--- src/rtl/tinv_bus_arbiter_if.sv ---
// Request/enable bundle between the shared-bus drivers and the TINV enable arbiter.
interface tinv_bus_arbiter_if #(
  parameter int unsigned N = 4
);
  localparam int unsigned IW = (N > 1) ? $clog2(N) : 1;

  logic [N-1:0]  REQ;
  logic [N-1:0]  EN;
  logic [N-1:0]  nEN;
  logic [IW-1:0] OWNER;
  logic          BUS_OWNED;

  modport master (output REQ, input EN, nEN, OWNER, BUS_OWNED);
  modport slave  (input REQ, output EN, nEN, OWNER, BUS_OWNED);
endinterface

--- src/rtl/tinv_bus_arbiter.sv ---
// Round-robin owner selection for a shared TINV-driven bus, with a mandatory
// all-off dead-time between successive owners and an optional hold limit.
module tinv_bus_arbiter #(
  parameter int unsigned N          = 4,
  parameter int unsigned TURNAROUND = 1,
  parameter int unsigned MAX_HOLD   = 8
) (
  input logic               CLK,
  input logic               RST,
  tinv_bus_arbiter_if.slave bus
);
  localparam int unsigned IW = (N > 1) ? $clog2(N) : 1;
  localparam int unsigned HW = (MAX_HOLD > 0) ? $clog2(MAX_HOLD + 1) : 1;
  localparam int unsigned TW = $clog2(TURNAROUND + 1);

  typedef enum logic [1:0] {ST_IDLE, ST_GRANT, ST_TURN} state_t;

  state_t        state;
  logic [N-1:0]  en;
  logic [N-1:0]  n_en;
  logic [IW-1:0] owner;
  logic [IW-1:0] ptr;
  logic          bus_owned;
  logic [HW-1:0] hold_cnt;
  logic [TW-1:0] turn_cnt;

  logic          win_valid;
  logic [IW-1:0] win_idx;
  logic [IW-1:0] ptr_next;
  logic [N-1:0]  win_oh;
  logic          owner_req;
  logic          others_req;
  logic          preempt;
  logic          do_grant;
  logic          do_release;

  // First requester at or above the pointer, wrapping modulo N.
  always_comb begin
    logic [2*N-1:0] req_dbl;
    logic [N-1:0]   rot;
    logic [IW:0]    sum;
    logic [IW:0]    nsum;
    req_dbl   = {bus.REQ, bus.REQ} >> ptr;
    rot       = req_dbl[N-1:0];
    sum       = '0;
    win_valid = 1'b0;
    win_idx   = '0;
    for (int i = 0; i < N; i++) begin
      if (!win_valid && rot[i]) begin
        win_valid = 1'b1;
        sum       = (IW+1)'(ptr) + (IW+1)'(i);
        win_idx   = (sum >= (IW+1)'(N)) ? IW'(sum - (IW+1)'(N)) : IW'(sum);
      end
    end
    nsum     = (IW+1)'(win_idx) + (IW+1)'(1);
    ptr_next = (nsum == (IW+1)'(N)) ? '0 : IW'(nsum);
    win_oh   = N'(1) << win_idx;
  end

  // EN is one-hot on the owner while granted, so it doubles as the owner mask.
  assign owner_req  = |(bus.REQ & en);
  assign others_req = |(bus.REQ & ~en);
  assign preempt    = (MAX_HOLD != 0) && (hold_cnt == HW'(MAX_HOLD)) && others_req;
  assign do_grant   = win_valid &&
                      ((state == ST_IDLE) || ((state == ST_TURN) && (turn_cnt == TW'(1))));
  assign do_release = (state == ST_GRANT) && (!owner_req || preempt);

  always_ff @(posedge CLK) begin
    if (RST) begin
      state     <= ST_IDLE;
      en        <= '0;
      n_en      <= '1;
      owner     <= '0;
      bus_owned <= 1'b0;
      ptr       <= '0;
      hold_cnt  <= '0;
      turn_cnt  <= '0;
    end else if (do_grant) begin
      state     <= ST_GRANT;
      en        <= win_oh;
      n_en      <= ~win_oh;
      owner     <= win_idx;
      bus_owned <= 1'b1;
      ptr       <= ptr_next;
      hold_cnt  <= HW'(MAX_HOLD != 0);
      turn_cnt  <= '0;
    end else if (do_release) begin
      state     <= ST_TURN;
      en        <= '0;
      n_en      <= '1;
      owner     <= '0;
      bus_owned <= 1'b0;
      hold_cnt  <= '0;
      turn_cnt  <= TW'(TURNAROUND);
    end else begin
      case (state)
        ST_GRANT: begin
          if ((MAX_HOLD != 0) && (hold_cnt != HW'(MAX_HOLD)))
            hold_cnt <= hold_cnt + HW'(1);
        end
        // Dead-time expired with nobody asking: fall back to idle.
        ST_TURN: begin
          if (turn_cnt == TW'(1)) begin
            state    <= ST_IDLE;
            turn_cnt <= '0;
          end else begin
            turn_cnt <= turn_cnt - TW'(1);
          end
        end
        default: ;
      endcase
    end
  end

  assign bus.EN        = en;
  assign bus.nEN       = n_en;
  assign bus.OWNER     = owner;
  assign bus.BUS_OWNED = bus_owned;
endmodule

--- src/flat_wrapper.sv ---
// flat-port wrapper written by rule: the top's interface ports become plain ports
module tinv_bus_arbiter_flat 
#(
  parameter int unsigned N          = 4,
  parameter int unsigned TURNAROUND = 1,
  parameter int unsigned MAX_HOLD   = 8
)
  (CLK, RST, bus_REQ, bus_EN, bus_nEN, bus_OWNER, bus_BUS_OWNED);
  tinv_bus_arbiter_if #(.N(N)) bus_i ();
  input logic CLK;
  input logic RST;
  input wire logic [$bits(bus_i.REQ)-1:0] bus_REQ;
  output wire logic [$bits(bus_i.EN)-1:0] bus_EN;
  output wire logic [$bits(bus_i.nEN)-1:0] bus_nEN;
  output wire logic [$bits(bus_i.OWNER)-1:0] bus_OWNER;
  output wire logic [$bits(bus_i.BUS_OWNED)-1:0] bus_BUS_OWNED;
  assign bus_i.REQ = bus_REQ;
  assign bus_EN = bus_i.EN;
  assign bus_nEN = bus_i.nEN;
  assign bus_OWNER = bus_i.OWNER;
  assign bus_BUS_OWNED = bus_i.BUS_OWNED;
  tinv_bus_arbiter #(.N(N), .TURNAROUND(TURNAROUND), .MAX_HOLD(MAX_HOLD)) u_core (.CLK(CLK), .RST(RST), .bus(bus_i));
endmodule
--- config.mk ---
export PLATFORM = sky130hd
export DESIGN_NAME = tinv_bus_arbiter_flat
export DESIGN_NICKNAME = d
export VERILOG_FILES = /design/src/rtl/tinv_bus_arbiter_if.sv /design/src/rtl/tinv_bus_arbiter.sv /design/src/flat_wrapper.sv
export SDC_FILE = /design/constraint.sdc
export NUM_CORES = 1
export LEC_CHECK = 0
export CAP_MARGIN = 20
export CELL_PAD_IN_SITES_DETAIL_PLACEMENT = 0
export CELL_PAD_IN_SITES_GLOBAL_PLACEMENT = 1
export CORE_MARGIN = 2
export CORE_UTILIZATION = 43
export DETAILED_ROUTE_END_ITERATION = 8
export PLACE_DENSITY = 0.91
export SETUP_SLACK_MARGIN = 0.4
export SLEW_MARGIN = 20
export SYNTH_ARGS = -nofsm -noshare
export SYNTH_HDL_FRONTEND = slang
export SYNTH_SLANG_ARGS = --single-unit
--- constraint.sdc ---
create_clock -name CLK -period 5.05 [get_ports CLK]
set_clock_uncertainty 0.15 [all_clocks]
set_input_delay 1.01 -clock CLK [delete_from_list [all_inputs] [get_ports CLK]]
set_output_delay 1.01 -clock CLK [all_outputs]
set_load 0.005 [all_outputs]
==> impl_metrics.py, run 1 <==
metrics = {
    "sta": {
        "worst_pin_slew_ns": 0.782,
        "max_freq_mhz": 329,
        "drv_slew": 0,
        "setup_viol": 0,
        "setup_slack_ns": 2.01,
        "setup_tns_ns": 0,
        "slew-limit-headroom": 0.476,
        "post-route-period-util": 0.603,
        "finalCriticalPeriod_ns": 3.04,
        "rsz0062_at_grt": "no",
        "holdWs_ns": 0.345,
        "hold_viol_final": 0,
    },
    "clock_network": {
        "cts.sinks": 20,
        "post_cts_buffers": 0,
        "ctsResizeCount": 0,
        "cts_buffer_depth": 2,
        "cts_tree": "done",
        "insertion_delay_ns": 0.31,
        "clk_pin_slew_ns": 0.12,
        "htreeDepth": 1,
        "cts-hold-fix-buffers": 0,
        "cts_buffers": 3,
        "cts-root-buf": "clkbuf_4",
    },
    "final_layout": {
        "final_util": 0.537,
        "layout.cells.non_filler": 158,
        "fill_cells": 236,
        "area_growth_pct": 19.9,
        "final_nets": 141,
        "antenna_cells": 0,
        "drive_above_1_share": 0.117,
        "design_area_sq_um": 1310,
    },
    "grt": {
        "grt_pass1_wl_um": 3870,
        "grt_use_total": 0.188,
        "antenna_found_initial": 0,
        "gr-max-usage-layer": "met2",
        "grt_pass1_vias": 833,
        "use_met2": 0.289,
        "grt_overflow": 0,
        "grt_max_degree": 16,
        "use_met3": 0.0410,
        "grtUsageMet1": 0.242,
    },
    "setup_path": {
        "cp_num_buf_inv": 2,
        "cp.required_ns": 5.12,
        "crit_path_max_fanout": 7,
        "path_cells": "clkdlybuf4s50_1 > mux2i_1 > nor2_1 > nor4_1 > inv_1 > ha_1 > and3_4 > a41o_1",
        "arrival_ns": 3.11,
        "r2r_cells": 7,
        "startpoint_type": "primary input",
        "critical_path_class": "primary input to flop",
        "crit_path_end_kind": "flop",
        "cpLargestDelayFamily": "simple AND/OR/NAND/NOR gates",
        "r2r_start": "u_core.ptr[1]$_SDFFE_PP0P_",
        "slowest_stage": "clkdlybuf4s50_1",
        "reg2reg_to": "u_core.bus.EN[2]$_SDFFE_PP0P_",
        "cp.depth": 8,
        "startpoint": "bus_REQ[0]",
        "reg2reg_slack_ns": 2.77,
        "max_stage_delay_ns": 0.54,
        "endpoint": "u_core.bus.EN[2]$_SDFFE_PP0P_",
    },
    "yosys": {
        "yosys.area.top_type": "dfxtp_1",
        "netlist_area_sq_um": 1090,
        "synth_edf_count": 0,
        "yosysWarnings": 0,
        "synth_top_area_frac": 0.368,
        "ys_types": 40,
        "synth-seq-area-share": 0.368,
        "netlist_instances": 113,
        "avgSynthCellArea_sq_um": 9.63,
        "synth.area.top_cells": "dfxtp_1 (37%), ha_1 (6.9%), a21oi_1 (4.6%), a41o_1 (3.7%), mux2i_1 (2.8%)",
        "ys_async_sr_fraction": 0,
        "ys_ff_latch": 20,
        "synth_top_flop_cell": "dfxtp_1",
        "syn-num-nets": 125,
    },
    "floorplanning": {
        "die_w_um": 54.3,
        "start_util": 0.448,
        "die_h_um": 54.3,
        "ios": 17,
        "coreArea_sq_um": 2430,
        "rows": 18,
        "die_area_sq_um": 2950,
    },
    "placed_design": {
        "dp.cells": 154,
        "pre_cts_slack_ns": 1.66,
        "place_hpwl_um": 1760,
        "dpl_cell_area_sq_um": 1250,
        "gp_congestion": 0.821,
        "port_buffers": 16,
    },
    "routing": {
        "vias": 925,
        "drtPass1Iterations": 4,
        "final_antenna_net_count": 0,
        "drt_iter0_drc": 36,
        "drt-vias-per-instance": 5.85,
        "totalWireLength_um": 2370,
        "drc": 0,
        "wire_per_inst_um": 15.0,
    },
    "power": {
        "finalPower_mw": 0.548,
        "peakVddDrop_mv": 0.210,
        "p_per_area_nw_per_um2": 420,
        "power.leakage_nw": 0.524,
    },
    "flow_run": {
        "drv_cap": 0,
    },
    "worst_hold_path": {
        "hold_path.class": "flop to flop",
    },
    "outcome": {
        "status": "finished, final reports clean",
    },
}
## area by class of cell
cell class | instances | area, sq um | share of cell area
clock buffer | 3 | 22.5 | 0.0173
clock inverter | 1 | 30.0 | 0.0230
inverter | 7 | 26.3 | 0.0201
multi-input combinational | 81 | 628 | 0.481
sequential | 20 | 400 | 0.307
tap | 30 | 37.5 | 0.0288
timing repair buffer | 16 | 160 | 0.123
## metal layers
layer,wire [um],vias to the layer above
li1,-,454
met1,1100,442
met2,1110,24
met3,117,5
met4,44,0
met5,0,-
## sequential cells by signal (all words and copies together) (netlist names)
| signal | flops |
|---|---|
| u_core.state | 2 |
| u_core.turn_cnt | 1 |
| u_core.bus.EN | 4 |
| u_core.ptr | 2 |
| u_core.bus.BUS_OWNED | 1 |
| u_core.hold_cnt | 4 |
| u_core.bus.OWNER | 2 |
| u_core.bus.nEN | 4 |
## layout by cell type (no fill, tap or decap), types with 6 or more instances in the layout
cell and instances:
ha_1 6, nand2_1 6, inv_1 7, clkdlybuf4s50_1 16
dfxtp_1 20, a21oi_1 10
## worst min-delay path by stage
stage                                startpoint                          endpoint  slack [ns]  cells past startpoint
2_1_floorplan  u_core.bus.OWNER[0]$_SDFFE_PP0P_  u_core.bus.OWNER[0]$_SDFFE_PP0P_        0.32                      2
3_3_place_gp   u_core.bus.OWNER[0]$_SDFFE_PP0P_  u_core.bus.OWNER[0]$_SDFFE_PP0P_        0.32                      2
3_5_place_dp   u_core.bus.OWNER[0]$_SDFFE_PP0P_  u_core.bus.OWNER[0]$_SDFFE_PP0P_        0.33                      2
4_1_cts        u_core.bus.OWNER[0]$_SDFFE_PP0P_  u_core.bus.OWNER[0]$_SDFFE_PP0P_        0.35                      2
5_1_grt        u_core.bus.OWNER[0]$_SDFFE_PP0P_  u_core.bus.OWNER[0]$_SDFFE_PP0P_        0.38                      2
6_report       u_core.bus.OWNER[0]$_SDFFE_PP0P_  u_core.bus.OWNER[0]$_SDFFE_PP0P_        0.35                      2
## worst register-to-register path, delay by kind of cell, from the launching register on
family                     cells  cell delay (ns)
and+or+nand+nor                3             0.78
AOI/OAI and AO/OA              1             0.19
buffers and inverters          1             0.15
adders and majority gates      1             0.23
DFF                            1             0.45
muxes                          1             0.23
## where the power goes
| group | internal [mW] | switching [mW] | total (mW) |
|---|---|---|---|
| registers | 0.189 | 0.0308 | 0.220 |
| logic | 0.0902 | 0.104 | 0.194 |
| clock network | 0.0803 | 0.0536 | 0.134 |
| total | 0.359 | 0.188 | 0.548 |
## Yosys cell counts, types with 2 or more instances
library cell   n
a41o_1         4
o211ai_1       2
and3_1         3
xor2_1         2
clkbuf_1       2
mux2i_1        3
a31oi_1        2
nor4_1         4
a22oi_1        2
a21oi_1       10
dfxtp_1       20
buf_4          2
nor2_1         2
inv_1          7
nor2b_1        4
o21a_1         2
nand2_1        6
nand3_1        4
nand2b_1       2
nor4_2         2
nor3_1         4
ha_1           6
## cells by family after synthesis
logic type,Yosys count,synth area share
mux,3,0.0276
buf+inv,12,0.0552
xor+xnor,2,0.0161
simple gates,39,0.240
compound gates,31,0.224
flops,20,0.368
fa+ha+maj,6,0.0690
No activity file was read; power rests on OpenSTA's default activity.
==> run 2, diff against run 1 <==
- CORE_ASPECT_RATIO: not set -> 2
- CORE_UTILIZATION: 43 -> 36
- PLACE_DENSITY: 0.91 -> 0.83
- clock period: 5.05 -> 2.7 ns (I/O delays scaled with it)
==> run 2 against run 1 <==
  * Combinational power is 100% higher
  * Via count is 3.6% higher
  * Utilization fell by 5.2 points
  * Power is 100% higher
  * Non-clock buffer count up 8
  * Largest power group unchanged
  * Cell count rose by 5.1%
==> impl_metrics.py, run 2 (synthesis gave the netlist of run 1 again) <==
metrics = {
    "routing": {
        "totalWireLength_um": 2670,
        "final_antenna_net_count": 0,
        "drt_iter0_drc": 18,
        "vias": 958,
        "drtPass1Iterations": 4,
        "wire_per_inst_um": 16.1,
        "drc": 0,
        "drt-vias-per-instance": 5.77,
    },
    "worst_hold_path": {
        "whs_path_depth": 2,
        "hold_path.class": "flop to flop",
        "hp-start": "u_core.bus.OWNER[0]$_SDFFE_PP0P_",
        "hold_path_end": "u_core.bus.OWNER[0]$_SDFFE_PP0P_",
    },
    "floorplanning": {
        "die_area_sq_um": 3510,
        "start_util": 0.374,
        "rows": 28,
        "ios": 17,
        "coreArea_sq_um": 2910,
        "die_h_um": 81.8,
        "die_w_um": 42.9,
    },
    "setup_path": {
        "startpoint_type": "primary input",
        "arrival_ns": 2.00,
        "critical_path_class": "primary input to flop",
        "crit_path_max_fanout": 4,
        "cp.required_ns": 2.71,
        "r2r_cells": 6,
        "reg2reg_to": "u_core.bus.EN[0]$_SDFFE_PP0P_",
        "crit_path_end_kind": "flop",
        "r2r_start": "u_core.hold_cnt[0]$_SDFFE_PP0P_",
        "reg2reg_slack_ns": 0.74,
    },
    "clock_network": {
        "htreeDepth": 1,
        "cts_buffers": 3,
        "cts-root-buf": "clkbuf_8",
        "insertion_delay_ns": 0.26,
        "cts_tree": "done",
        "cts.sinks": 20,
        "cts_buffer_depth": 2,
        "clk_pin_slew_ns": 0.08,
    },
    "final_layout": {
        "drive_above_1_share": 0.184,
        "final_cell_mix": "dfxtp_1 (20), clkdlybuf4s50_1 (12), a21oi_1 (10)",
        "antenna_cells": 0,
        "final_common_cell": "dfxtp_1",
        "fill_cells": 281,
        "final_nets": 149,
        "area_growth_pct": 29.3,
    },
    "sta": {
        "finalCriticalPeriod_ns": 2.00,
        "hold_viol_final": 0,
        "setup_tns_ns": 0,
        "slew-limit-headroom": 0.688,
        "setup_slack_ns": 0.703,
        "setup_viol": 0,
        "rsz0062_at_grt": "no",
        "worst_pin_slew_ns": 0.466,
        "post-route-period-util": 0.740,
        "max_freq_mhz": 501,
        "drv_slew": 0,
    },
    "grt": {
        "grt_pass1_vias": 1002,
        "grt_overflow": 0,
        "grt_pass1_wl_um": 4570,
        "grt_use_total": 0.174,
        "grt_max_degree": 15,
        "antenna_found_initial": 0,
    },
    "placed_design": {
        "place_hpwl_um": 2090,
        "pre_cts_slack_ns": 0.0547,
        "port_buffers": 16,
        "gp_congestion": 0.842,
    },
    "power": {
        "p_per_area_nw_per_um2": 786,
        "peakVddDrop_mv": 0.428,
        "power.leakage_nw": 0.612,
    },
    "outcome": {
        "status": "finished, final reports clean",
    },
    "flow_run": {
        "drv_cap": 0,
    },
}
==> run 2: cell count changes in the layout (fill, tap and decap cells not counted), moves of 3 or more <==
| cell | before | now |
|---|---|---|
| clkdlybuf4s50_1 | 16 | 12 |
| clkbuf_4 | 3 | 0 |
| dlymetal6s2s_1 | 0 | 4 |
| buf_4 | 0 | 8 |
| clkbuf_8 | 0 | 3 |
==> run 2: metal layers <==
metal	up-vias	share of wire	track usage
li1	471	-	-
met2	16	0.58	0.336
met5	-	0	0
met1	464	0.37	0.175
met4	0	0.025	0.0906
met3	7	0.023	0.0198
==> run 2: worst max path at each step <==
stage,startpoint,endpoint,slack [ns],depth (start not counted)
2_1_floorplan,bus_REQ[2],u_core.bus.EN[2]$_SDFFE_PP0P_,0.64,7
3_3_place_gp,bus_REQ[2],u_core.bus.EN[0]$_SDFFE_PP0P_,0.1,8
3_5_place_dp,bus_REQ[2],u_core.bus.EN[2]$_SDFFE_PP0P_,0.05,8
4_1_cts,bus_REQ[2],u_core.bus.EN[0]$_SDFFE_PP0P_,0.40,8
5_1_grt,bus_REQ[0],u_core.bus.EN[0]$_SDFFE_PP0P_,0.59,9
6_report,bus_REQ[0],u_core.bus.EN[0]$_SDFFE_PP0P_,0.70,9
==> run 2: timing repair <==
action                                  in CTS  in global routing
buffers inserted                             0                  2
pin swaps                                    0                  2
endpoints found under the setup margin       5                 13
hold buffers                                 0                  0
resized for setup                            2                  5
==> run 2: stage by stage <==
step	hold slack (ns)	utilization	total power, mW	cells	cell area, sq um
floorplan	0.319	-	0.661	113	1090
global placement	0.327	0.446	0.790	160	1300
detailed placement	0.331	0.446	0.802	160	1300
CTS	0.341	0.475	1.11	164	1380
global route	0.363	0.484	1.18	166	1410
finish	0.339	0.484	1.11	166	1410
==> run 2: power breakdown <==
group | total, mW | switching (mW) | internal (mW)
logic | 0.390 | 0.202 | 0.189
clock network | 0.303 | 0.105 | 0.198
registers | 0.412 | 0.0592 | 0.353
==> run 2: area by class of cell <==
| type | count | area [sq um] | share of cell area |
|---|---|---|---|
| clock buffers | 3 | 41.3 | 0.0293 |
| repair buffers | 24 | 230 | 0.164 |
| inverters | 7 | 26.3 | 0.0187 |
| multi-input cells | 81 | 642 | 0.456 |
| flip-flops and latches | 20 | 400 | 0.284 |
| well taps | 30 | 37.5 | 0.0267 |
| clock inverters | 1 | 30.0 | 0.0213 |
==> run 2: worst max-delay path: stages <==
cell and delay, ns:
dlymetal6s2s_1 0.17, buf_4 0.17, nand2_1 0.06, nor2_1 0.07, nor4_2 0.32, inv_1 0.11, ha_1 0.20, and3_1 0.16
a41o_1 0.20
==> run 3, diff against run 2 <==
- clock period: 2.7 -> 1.7 ns (I/O delays scaled with it)
==> run 3 against run 2 <==
  * The flow now finishes with violations (negative setup slack)
  * Clock power increased by 40%
  * Via count increased by 18%
  * Routed wire length increased by 28%
  * Cell count increased by 21%
  * Count of clock-buffer cells in the layout increased by 1
  * Die area unchanged
  * Power increased by 94%
  * Worst setup slack got worse by 0.80 ns
  * First-iteration DRC count decreased by 11%
  * Utilization increased by 14 points
  * Sequential power increased by 63%
  * Highest routed layer unchanged
==> impl_metrics.py, run 3 (synthesis gave the netlist of run 1 again) <==
metrics = {
    "final_layout": {
        "seqCellArea_sq_um": 428,
        "final_common_cell": "buf_4",
        "final_cell_mix": "buf_4 (34), dfxtp_2 (13), buf_6 (11)",
        "fill_cells": 239,
        "design_area_sq_um": 1820,
        "antenna_cells": 0,
        "layout.cells.non_filler": 201,
        "drive_above_1_share": 0.655,
        "multi_input_area_sq_um": 800,
        "final_nets": 184,
        "area_growth_pct": 67.1,
    },
    "placed_design": {
        "pre_cts_slack_ns": -0.686,
        "place_hpwl_um": 2280,
        "port_buffers": 16,
        "dpl_cell_area_sq_um": 1570,
        "dp.cells": 189,
        "gp_congestion": 0.839,
    },
    "setup_path": {
        "startpoint": "u_core.hold_cnt[0]$_SDFFE_PP0P_",
        "crit_path_max_fanout": 8,
        "critical_path_class": "flop to flop",
        "arrival_ns": 1.80,
        "startpoint_type": "flop",
        "r2r_start": "u_core.hold_cnt[0]$_SDFFE_PP0P_",
        "cp.required_ns": 1.71,
        "crit_path_end_kind": "flop",
    },
    "routing": {
        "wl_met2_um": 2060,
        "vias": 1135,
        "drc": 0,
        "final_antenna_net_count": 0,
        "wire_per_inst_um": 17.0,
        "drt_iter0_drc": 16,
        "dr_wl_met3_um": 88,
        "dr.max_layer_used": "met4",
        "totalWireLength_um": 3420,
        "wl_met1_um": 1120,
        "drt-vias-per-instance": 5.65,
        "drtPass1Iterations": 4,
    },
    "sta": {
        "setup_slack_ns": -0.0936,
        "worst_pin_slew_ns": 0.440,
        "max_freq_mhz": 558,
        "hold_viol_final": 0,
        "setup_viol": 17,
        "finalCriticalPeriod_ns": 1.79,
        "slew-limit-headroom": 0.705,
        "drv_slew": 0,
        "rsz0062_at_grt": "yes",
        "holdWs_ns": 0.338,
        "post-route-period-util": 1.06,
    },
    "clock_network": {
        "cts_buffer_depth": 2,
        "insertion_delay_ns": 0.26,
        "htreeDepth": 1,
        "cts-root-buf": "clkbuf_8",
        "cts_buffers": 3,
        "clk_pin_slew_ns": 0.08,
        "cts.sinks": 20,
        "cts_tree": "done",
    },
    "grt": {
        "grt_pass1_wl_um": 5290,
        "antenna_found_initial": 0,
        "grt_overflow": 0,
        "grt_use_total": 0.204,
        "grt_max_degree": 15,
        "grt_pass1_vias": 1195,
    },
    "floorplanning": {
        "start_util": 0.374,
        "die_h_um": 81.8,
        "ios": 17,
        "die_area_sq_um": 3510,
        "coreArea_sq_um": 2910,
        "rows": 28,
        "die_w_um": 42.9,
    },
    "power": {
        "power.leakage_nw": 0.815,
        "p_per_area_nw_per_um2": 1180,
        "peakVddDrop_mv": 0.758,
    },
    "flow_run": {
        "drv_cap": 0,
    },
    "worst_hold_path": {
        "hp-start": "u_core.bus.OWNER[1]$_SDFFE_PP0P_",
        "hold_path.class": "flop to flop",
    },
    "outcome": {
        "violations": "negative setup slack",
        "status": "finished with violations",
    },
}
run 3: path summary, 6_finish.rpt:
path,slack (ns),to,cells past startpoint
worst max-delay path,-0.09,u_core.bus.EN[0]$_SDFFE_PP0P_,7
worst min-delay path,0.34,u_core.bus.OWNER[1]$_SDFFE_PP0P_,2
worst max register to register,-0.09,u_core.bus.EN[0]$_SDFFE_PP0P_,7
worst min register to register,0.34,u_core.bus.OWNER[1]$_SDFFE_PP0P_,2
run 3: worst max-delay path: stages, from the launching register on:
cell	delay, ns
dfxtp_2	0.33
inv_2	0.07
ha_4	0.14
nand3b_4	0.08
or3b_4	0.39
o21a_1	0.22
buf_6	0.14
a41o_1	0.16
run 3: area by class of cell:
class,instances,area share
Multi-Input combinational cell,82,0.439
Timing Repair Buffer,58,0.254
Sequential cell,20,0.235
Clock buffer,4,0.0365
Tap cell,30,0.0206
Inverter,7,0.0144
run 3: through the flow:
step / power [mW] / util / TNS [ns]
global route: 2.26 / 0.626 / -1.77
detailed placement: 1.50 / 0.539 / -11.67
floorplan: 1.09 / - / -0.137
CTS: 2.06 / 0.613 / -1.04
finish: 2.14 / 0.626 / -0.721
global placement: 1.47 / 0.539 / -11.04
run 3: per-layer routing:
layer  track usage  vias up
li1              -      549
met3        0.0242       17
met5             0        -
met4         0.128        0
met1         0.195      538
met2         0.394       31
run 3: power by group:
group | total, mW | internal, mW | switching, mW | leakage [nW]
Sequential | 0.670 | 0.581 | 0.0884 | 0.168
Combinational | 1.05 | 0.555 | 0.495 | 0.614
Clock | 0.423 | 0.255 | 0.168 | 0.0339
Total | 2.14 | 1.39 | 0.751 | 0.815
run 3: repair_timing:
action,4_1_cts,5_1_grt
setup buffers,7,0
pin swaps,15,12
hold buffers,0,0
gates cloned,1,0
gates resized for setup,79,20
setup endpoints to repair,31,29
